===== config.mk =====
export PLATFORM = sky130hd
export DESIGN_NAME = decode_queue_flat
export DESIGN_NICKNAME = d
export VERILOG_FILES = /design/src/rtl/decode_queue_if.sv /design/src/rtl/decode_queue.sv /design/src/flat_wrapper.sv
export SDC_FILE = /design/constraint.sdc
export NUM_CORES = 1
export LEC_CHECK = 0
export BUFFER_PORTS_ARGS = -buffer_cell sky130_fd_sc_hd__buf_2
export CORE_MARGIN = 4
export CORE_UTILIZATION = 51
export CTS_CLUSTER_DIAMETER = 60
export DETAILED_ROUTE_END_ITERATION = 16
export PLACE_DENSITY = 0.77
export SYNTH_ARGS = -nofsm -noshare
export SYNTH_HDL_FRONTEND = slang
export SYNTH_SLANG_ARGS = --single-unit

===== constraint.sdc =====
create_clock -name clk -period 3.1 [get_ports clk]
set_input_delay 0.93 -clock clk [delete_from_list [all_inputs] [get_ports clk]]
set_output_delay 0.93 -clock clk [all_outputs]
set_load 0.02 [all_outputs]

===== src/rtl/decode_queue_if.sv =====
// Fetch-to-decode handshake bundle for decode_queue; the queue uses the slave modport.
// Carries stall_cnt only when DQ_STALL_CNT_EN is defined.
interface decode_queue_if #(
  parameter int DEPTH  = 4,
  parameter int PC_W   = 32,
  parameter int INST_W = 32
);
  localparam int CNT_W = $clog2(DEPTH) + 1;

  logic              flush;
  logic              in_valid;
  logic              in_ready;
  logic [PC_W-1:0]   in_pc;
  logic [INST_W-1:0] in_inst;
  logic              out_valid;
  logic              out_ready;
  logic [PC_W-1:0]   out_pc;
  logic [INST_W-1:0] out_inst;
  logic [4:0]        out_reg_index1;
  logic [4:0]        out_reg_index2;
  logic [4:0]        out_wreg_index;
  logic              out_is_break;
  logic [CNT_W-1:0]  count;
  logic              halted;
`ifdef DQ_STALL_CNT_EN
  logic [31:0]       stall_cnt;
`endif

  modport slave (
    input  flush, in_valid, in_pc, in_inst, out_ready,
    output in_ready, out_valid, out_pc, out_inst,
    output out_reg_index1, out_reg_index2, out_wreg_index, out_is_break,
`ifdef DQ_STALL_CNT_EN
    output stall_cnt,
`endif
    output count, halted
  );

  modport master (
    output flush, in_valid, in_pc, in_inst, out_ready,
    input  in_ready, out_valid, out_pc, out_inst,
    input  out_reg_index1, out_reg_index2, out_wreg_index, out_is_break,
`ifdef DQ_STALL_CNT_EN
    input  stall_cnt,
`endif
    input  count, halted
  );
endinterface


===== src/rtl/decode_queue.sv =====
// DEPTH-entry show-ahead queue between fetch and decode with register predecode,
// halt-on-break and flush. Define DQ_STALL_CNT_EN to add the saturating stall_cnt output.
module decode_queue #(
  parameter int DEPTH  = 4,
  parameter int PC_W   = 32,
  parameter int INST_W = 32
) (
  input  logic        clk,
  input  logic        reset,
  decode_queue_if.slave bus
);

  localparam int PTR_W = $clog2(DEPTH);
  localparam int CNT_W = PTR_W + 1;

  localparam logic [0:0] RUN  = 1'b0;
  localparam logic [0:0] HALT = 1'b1;

  logic [PC_W-1:0]   pcMem   [DEPTH];
  logic [INST_W-1:0] instMem [DEPTH];

  logic [PTR_W-1:0] rdPtr_q, rdPtr_d;
  logic [PTR_W-1:0] wrPtr_q, wrPtr_d;
  logic [CNT_W-1:0] count_q, count_d;
  logic [0:0]       state_q, state_d;

  logic              push;
  logic              pop;
  logic [INST_W-1:0] headInst;
  logic [5:0]        headOp;
  logic [3:0]        headSub;
  logic              headStore;
  logic              headBranch;
  logic              headBl;
  logic              headBreak;

  // in_ready looks only at the registered count, so a same-cycle pop never frees a full queue
  assign bus.in_ready  = (count_q != CNT_W'(DEPTH));
  assign bus.out_valid = (count_q != '0) && (state_q == RUN);
  assign push          = bus.in_valid && bus.in_ready && !bus.flush;
  assign pop           = bus.out_valid && bus.out_ready && !bus.flush;

  assign headInst   = instMem[rdPtr_q];
  assign headOp     = headInst[31:26];
  assign headSub    = headInst[25:22];
  assign headStore  = (headOp == 6'h0a) &&
                      ((headSub == 4'd4) || (headSub == 4'd5) || (headSub == 4'd6));
  assign headBranch = (headOp >= 6'h16) && (headOp <= 6'h1b);
  assign headBl     = (headOp == 6'h15);
  assign headBreak  = (headInst[31:15] == 17'h00054);

  assign bus.out_pc         = pcMem[rdPtr_q];
  assign bus.out_inst       = headInst;
  assign bus.out_reg_index1 = headInst[9:5];
  assign bus.out_reg_index2 = (headStore || headBranch) ? headInst[4:0] : headInst[14:10];
  assign bus.out_wreg_index = headBl ? 5'h01 : headInst[4:0];
  assign bus.out_is_break   = headBreak;
  assign bus.count          = count_q;
  assign bus.halted         = (state_q == HALT);

  always_comb begin
    rdPtr_d = rdPtr_q;
    wrPtr_d = wrPtr_q;
    count_d = count_q;
    state_d = state_q;
    if (bus.flush) begin
      rdPtr_d = '0;
      wrPtr_d = '0;
      count_d = '0;
      state_d = RUN;
    end else begin
      if (push) wrPtr_d = wrPtr_q + PTR_W'(1);
      if (pop)  rdPtr_d = rdPtr_q + PTR_W'(1);
      case ({push, pop})
        2'b10:   count_d = count_q + CNT_W'(1);
        2'b01:   count_d = count_q - CNT_W'(1);
        default: count_d = count_q;
      endcase
      if (pop && headBreak) state_d = HALT;
    end
  end

  always_ff @(posedge clk or negedge reset) begin
    if (!reset) begin
      rdPtr_q <= '0;
      wrPtr_q <= '0;
      count_q <= '0;
      state_q <= RUN;
    end else begin
      rdPtr_q <= rdPtr_d;
      wrPtr_q <= wrPtr_d;
      count_q <= count_d;
      state_q <= state_d;
    end
  end

  // Storage carries no reset; count gates every read of it
  always_ff @(posedge clk) begin
    if (push) begin
      pcMem[wrPtr_q]   <= bus.in_pc;
      instMem[wrPtr_q] <= bus.in_inst;
    end
  end

`ifdef DQ_STALL_CNT_EN
  logic [31:0] stallCnt_q;

  always_ff @(posedge clk or negedge reset) begin
    if (!reset) begin
      stallCnt_q <= '0;
    end else if (bus.in_valid && !bus.in_ready && (stallCnt_q != 32'hFFFF_FFFF)) begin
      stallCnt_q <= stallCnt_q + 32'd1;
    end
  end

  assign bus.stall_cnt = stallCnt_q;
`endif

endmodule


===== src/flat_wrapper.sv =====
// flat-port wrapper written by rule: the top's interface ports become plain ports
module decode_queue_flat 
#(
  parameter int DEPTH  = 4,
  parameter int PC_W   = 32,
  parameter int INST_W = 32
)
  (clk, reset, bus_flush, bus_in_valid, bus_in_pc, bus_in_inst, bus_out_ready, bus_in_ready, bus_out_valid, bus_out_pc, bus_out_inst, bus_out_reg_index1, bus_out_reg_index2, bus_out_wreg_index, bus_out_is_break, bus_count, bus_halted);
  decode_queue_if #(.DEPTH(DEPTH), .PC_W(PC_W), .INST_W(INST_W)) bus_i ();
  input  logic clk;
  input  logic reset;
  input wire logic [$bits(bus_i.flush)-1:0] bus_flush;
  input wire logic [$bits(bus_i.in_valid)-1:0] bus_in_valid;
  input wire logic [$bits(bus_i.in_pc)-1:0] bus_in_pc;
  input wire logic [$bits(bus_i.in_inst)-1:0] bus_in_inst;
  input wire logic [$bits(bus_i.out_ready)-1:0] bus_out_ready;
  output wire logic [$bits(bus_i.in_ready)-1:0] bus_in_ready;
  output wire logic [$bits(bus_i.out_valid)-1:0] bus_out_valid;
  output wire logic [$bits(bus_i.out_pc)-1:0] bus_out_pc;
  output wire logic [$bits(bus_i.out_inst)-1:0] bus_out_inst;
  output wire logic [$bits(bus_i.out_reg_index1)-1:0] bus_out_reg_index1;
  output wire logic [$bits(bus_i.out_reg_index2)-1:0] bus_out_reg_index2;
  output wire logic [$bits(bus_i.out_wreg_index)-1:0] bus_out_wreg_index;
  output wire logic [$bits(bus_i.out_is_break)-1:0] bus_out_is_break;
  output wire logic [$bits(bus_i.count)-1:0] bus_count;
  output wire logic [$bits(bus_i.halted)-1:0] bus_halted;
  assign bus_i.flush = bus_flush;
  assign bus_i.in_valid = bus_in_valid;
  assign bus_i.in_pc = bus_in_pc;
  assign bus_i.in_inst = bus_in_inst;
  assign bus_i.out_ready = bus_out_ready;
  assign bus_in_ready = bus_i.in_ready;
  assign bus_out_valid = bus_i.out_valid;
  assign bus_out_pc = bus_i.out_pc;
  assign bus_out_inst = bus_i.out_inst;
  assign bus_out_reg_index1 = bus_i.out_reg_index1;
  assign bus_out_reg_index2 = bus_i.out_reg_index2;
  assign bus_out_wreg_index = bus_i.out_wreg_index;
  assign bus_out_is_break = bus_i.out_is_break;
  assign bus_count = bus_i.count;
  assign bus_halted = bus_i.halted;
  decode_queue #(.DEPTH(DEPTH), .PC_W(PC_W), .INST_W(INST_W)) u_core (.clk(clk), .reset(reset), .bus(bus_i));
endmodule

==> reports/metrics.cfg <==
[status]
status=finished with violations
violations=setup timing

[floorplanning]
rows=50
die_area_um2=21900
die_y_um=148
start_util_pct=52.7
coreArea_um2=19000
io_pins=155
die_x_um=148

[detailed_routing]
dr.pass1.iters=4
drtAntennaViolNets=0
routedWlPerCell_um=22.1
drc_errors=0
drt-initial-drc-count=346
wirelength_um=19900
vias_per_cell=5.47
num_vias=4932

[critical_path]
crit_path_frequent_cell=buf_6
critPathArrivalTime_ns=2.75
slowest_delay_ns=0.52
critPathMaxFanout=7
required_ns=2.17
r2r_cells=8
cp-end-kind=primary output
path_cells=buf_12 > mux4_2 > nand2_2 > a31oi_4 > a211oi_2 > buf_6 > mux2_4 > buf_6
crit_path_start_kind=register
critPathKind=register to primary output
slowest_stage=dfrtp_4

[clock_tree]
postCtsHoldBufs=0
cts_buffer_depth=3
insertion_delay_ns=0.52
cts_buffers=28
clk_pin_slew_ns=0.06
clock-sinks=264
cts_tree=built
clockRootBuffer=clkbuf_16
htreeDepth=1

[pwr]
ir_drop_mv=0.477
power_per_cell_area_nw_per_um2=865
leakage_nw=4.38

[synthesis]
yosysWarnings=0
synth_mux_area_share_pct=15.5
ys_ff_latch=264
synthSimpleGateAreaFrac_pct=2.22
seq_area_frac_synth_pct=78.9
avgSynthCellArea_um2=24.1
synthXorXnorAreaFrac_pct=0.526
synth_compound_area_share_pct=0.426
synth_cell_types=41
synth-adder-area-share_pct=0.701
netlist_area_um2=9990
synth_top_family_by_area=multiplexers
postSynthCellCount=414
syn-num-nets=488

[cells_and_area]
fin_nets=694
instances_no_fill=902
drive_above_1_share_pct=50.9
design_area_um2=12600
syn2layout_area_growth_pct=25.7

[timing]
finalHoldViolations=0
tightest_slew_ns=0.409
min_period_over_period_pct=119
period_minus_slack_ns=3.68
slew_headroom_pct=72.7
grt_setup_unrepaired=yes
clock.fmax_mhz=272
setup_viol_count_final=64
fin_ws_ns=-0.582
hold_ws_ns=0.250
skew_ns=0.0102
slew_violations=0
fin_setup_tns_ns=-14.83

[placed_design]
dp.final_hpwl_um=13000
post_dp_cell_area_um2=11300
io_buffers=154
place_ws_ns=-0.152
gp_congestion=0.746
dp.cells=837

[global_routing]
antenna_found_initial=4
gr-total-overflow=0
grt_usage_pct=18.5
grt_pass1_wl_um=31300
grt_max_degree=29
first_global_vias=5363

[hold_path]
hold_class=input pin to async pin

[run]
maxCapViolations=0

## area by class of cell
type / instances / area (µm²)
well taps: 260 / 325
flip-flops and latches: 264 / 7900
fillers: 1234 / 6400
inverters: 3 / 11.3
clock inverters: 17 / 163
diodes: 1 / 2.50
clock buffers: 34 / 744
repair buffers: 197 / 1410
multi-input cells: 126 / 2010
## where the power goes
part	internal [mW]	switching (mW)	leakage, nW	total (mW)
Sequential	4.18	0.111	2.43	4.29
Clock	1.95	1.27	0.443	3.22
Combinational	1.58	1.77	1.51	3.35
## worst paths after layout
kind	from	endpoint	slack, ns
worst max-delay path	u_core.rdPtr_q[0]	bus_out_reg_index2[4]	-0.58
worst min-delay path	reset	u_core.bus.halted	0.25
worst max register to register	u_core.rdPtr_q[0]	u_core.bus.halted	0.67
worst min register to register	u_core.bus.count[2]	u_core.bus.count[2]	0.59
max in group asynchronous	reset	u_core.rdPtr_q[0]	2.65
min in group clk	u_core.bus.count[2]	u_core.bus.count[2]	0.59
## critical path, delay by kind of cell (launching register included)
| kind | cells | cell delay (ns) |
|---|---|---|
| mux | 2 | 0.83 |
| buf+inv | 3 | 0.45 |
| simple gates | 1 | 0.11 |
| compound gates | 2 | 0.32 |
| flops | 1 | 0.52 |
## synth_stat cells (all sizes together)
master,n,area [µm²]
edfxtp,256,7690
mux4,64,1470
buf,14,113
nor2,9,36.3
dfrtp,8,200
clkbuf,7,46.3
mux2,5,56.3
nor2b,5,31.3
and2,4,25.0
ha,4,50.1
nand2,4,15.0
xnor2,4,35.0
inv,3,11.3
nor3,3,20.0
a21oi,2,10.0
and3,2,12.5
mux2i,2,20.0
nand3,2,10.0
nand4b,2,17.5
xor2,2,17.5
a211oi,1,12.5
a31o,1,8.76
a31oi,1,6.26
and2b,1,7.51
and4,1,10.0
fa,1,20.0
nor3b,1,7.51
nor4,1,6.26
o21ai,1,5.00
or2,1,6.26
or3b,1,8.76
or4,1,7.51
## flip-flops by register name, summed over array words and instances (netlist names)
name,count
u_core.instMem,128
u_core.pcMem,128
u_core.bus.count,3
u_core.rdPtr_q,2
u_core.wrPtr_q,2
u_core.bus.halted,1
## cell families after synthesis
group | after synthesis
AOI/OAI and AO/OA | 6
and+or+nand+nor | 38
muxes | 71
buffers and inverters | 24
adders and majority gates | 5
xor gates and xnor gates | 6
DFF | 264
## metal layers
layer	vias up	share of wire, %	GRT usage (%)
met1	2566	41	25.1
met5	-	0.17	0
li1	2152	-	-
met2	180	50	30.7
met3	28	7.7	5.12
met4	6	1.4	3.93
## layout by cell type, fill, tap and decap left out, types with 3 or more instances in the layout
cell type | Yosys | layout
mux2_4 | 0 | 5
and2_4 | 0 | 4
buf_2 | 5 | 131
nor2b_4 | 0 | 3
nor2_1 | 8 | 8
clkbuf_1 | 5 | 5
edfxtp_1 | 256 | 256
clkbuf_16 | 0 | 29
mux4_2 | 56 | 64
clkinv_1 | 0 | 6
buf_6 | 1 | 28
inv_1 | 3 | 3
buf_4 | 5 | 25
bufinv_16 | 0 | 3
xnor2_1 | 4 | 4
buf_12 | 1 | 11
nand2_1 | 4 | 3
clkinv_2 | 0 | 5
dfrtp_1 | 8 | 6
ha_1 | 4 | 4
## per-stage QoR
stage               total power [mW]  utilization (%)
global route                    11.4             66.2
floorplan                       6.32                -
global placement                7.22             59.4
CTS                             10.8             65.5
finish                          10.9             66.2
detailed placement              7.28             59.4
## timing repair
action / CTS / global route
pin swaps: 5 / 4
buffers inserted: 6 / 8
gates resized for setup: 65 / 22
endpoints found under the setup margin: 65 / 65
No activity file was read; power rests on OpenSTA's default activity.
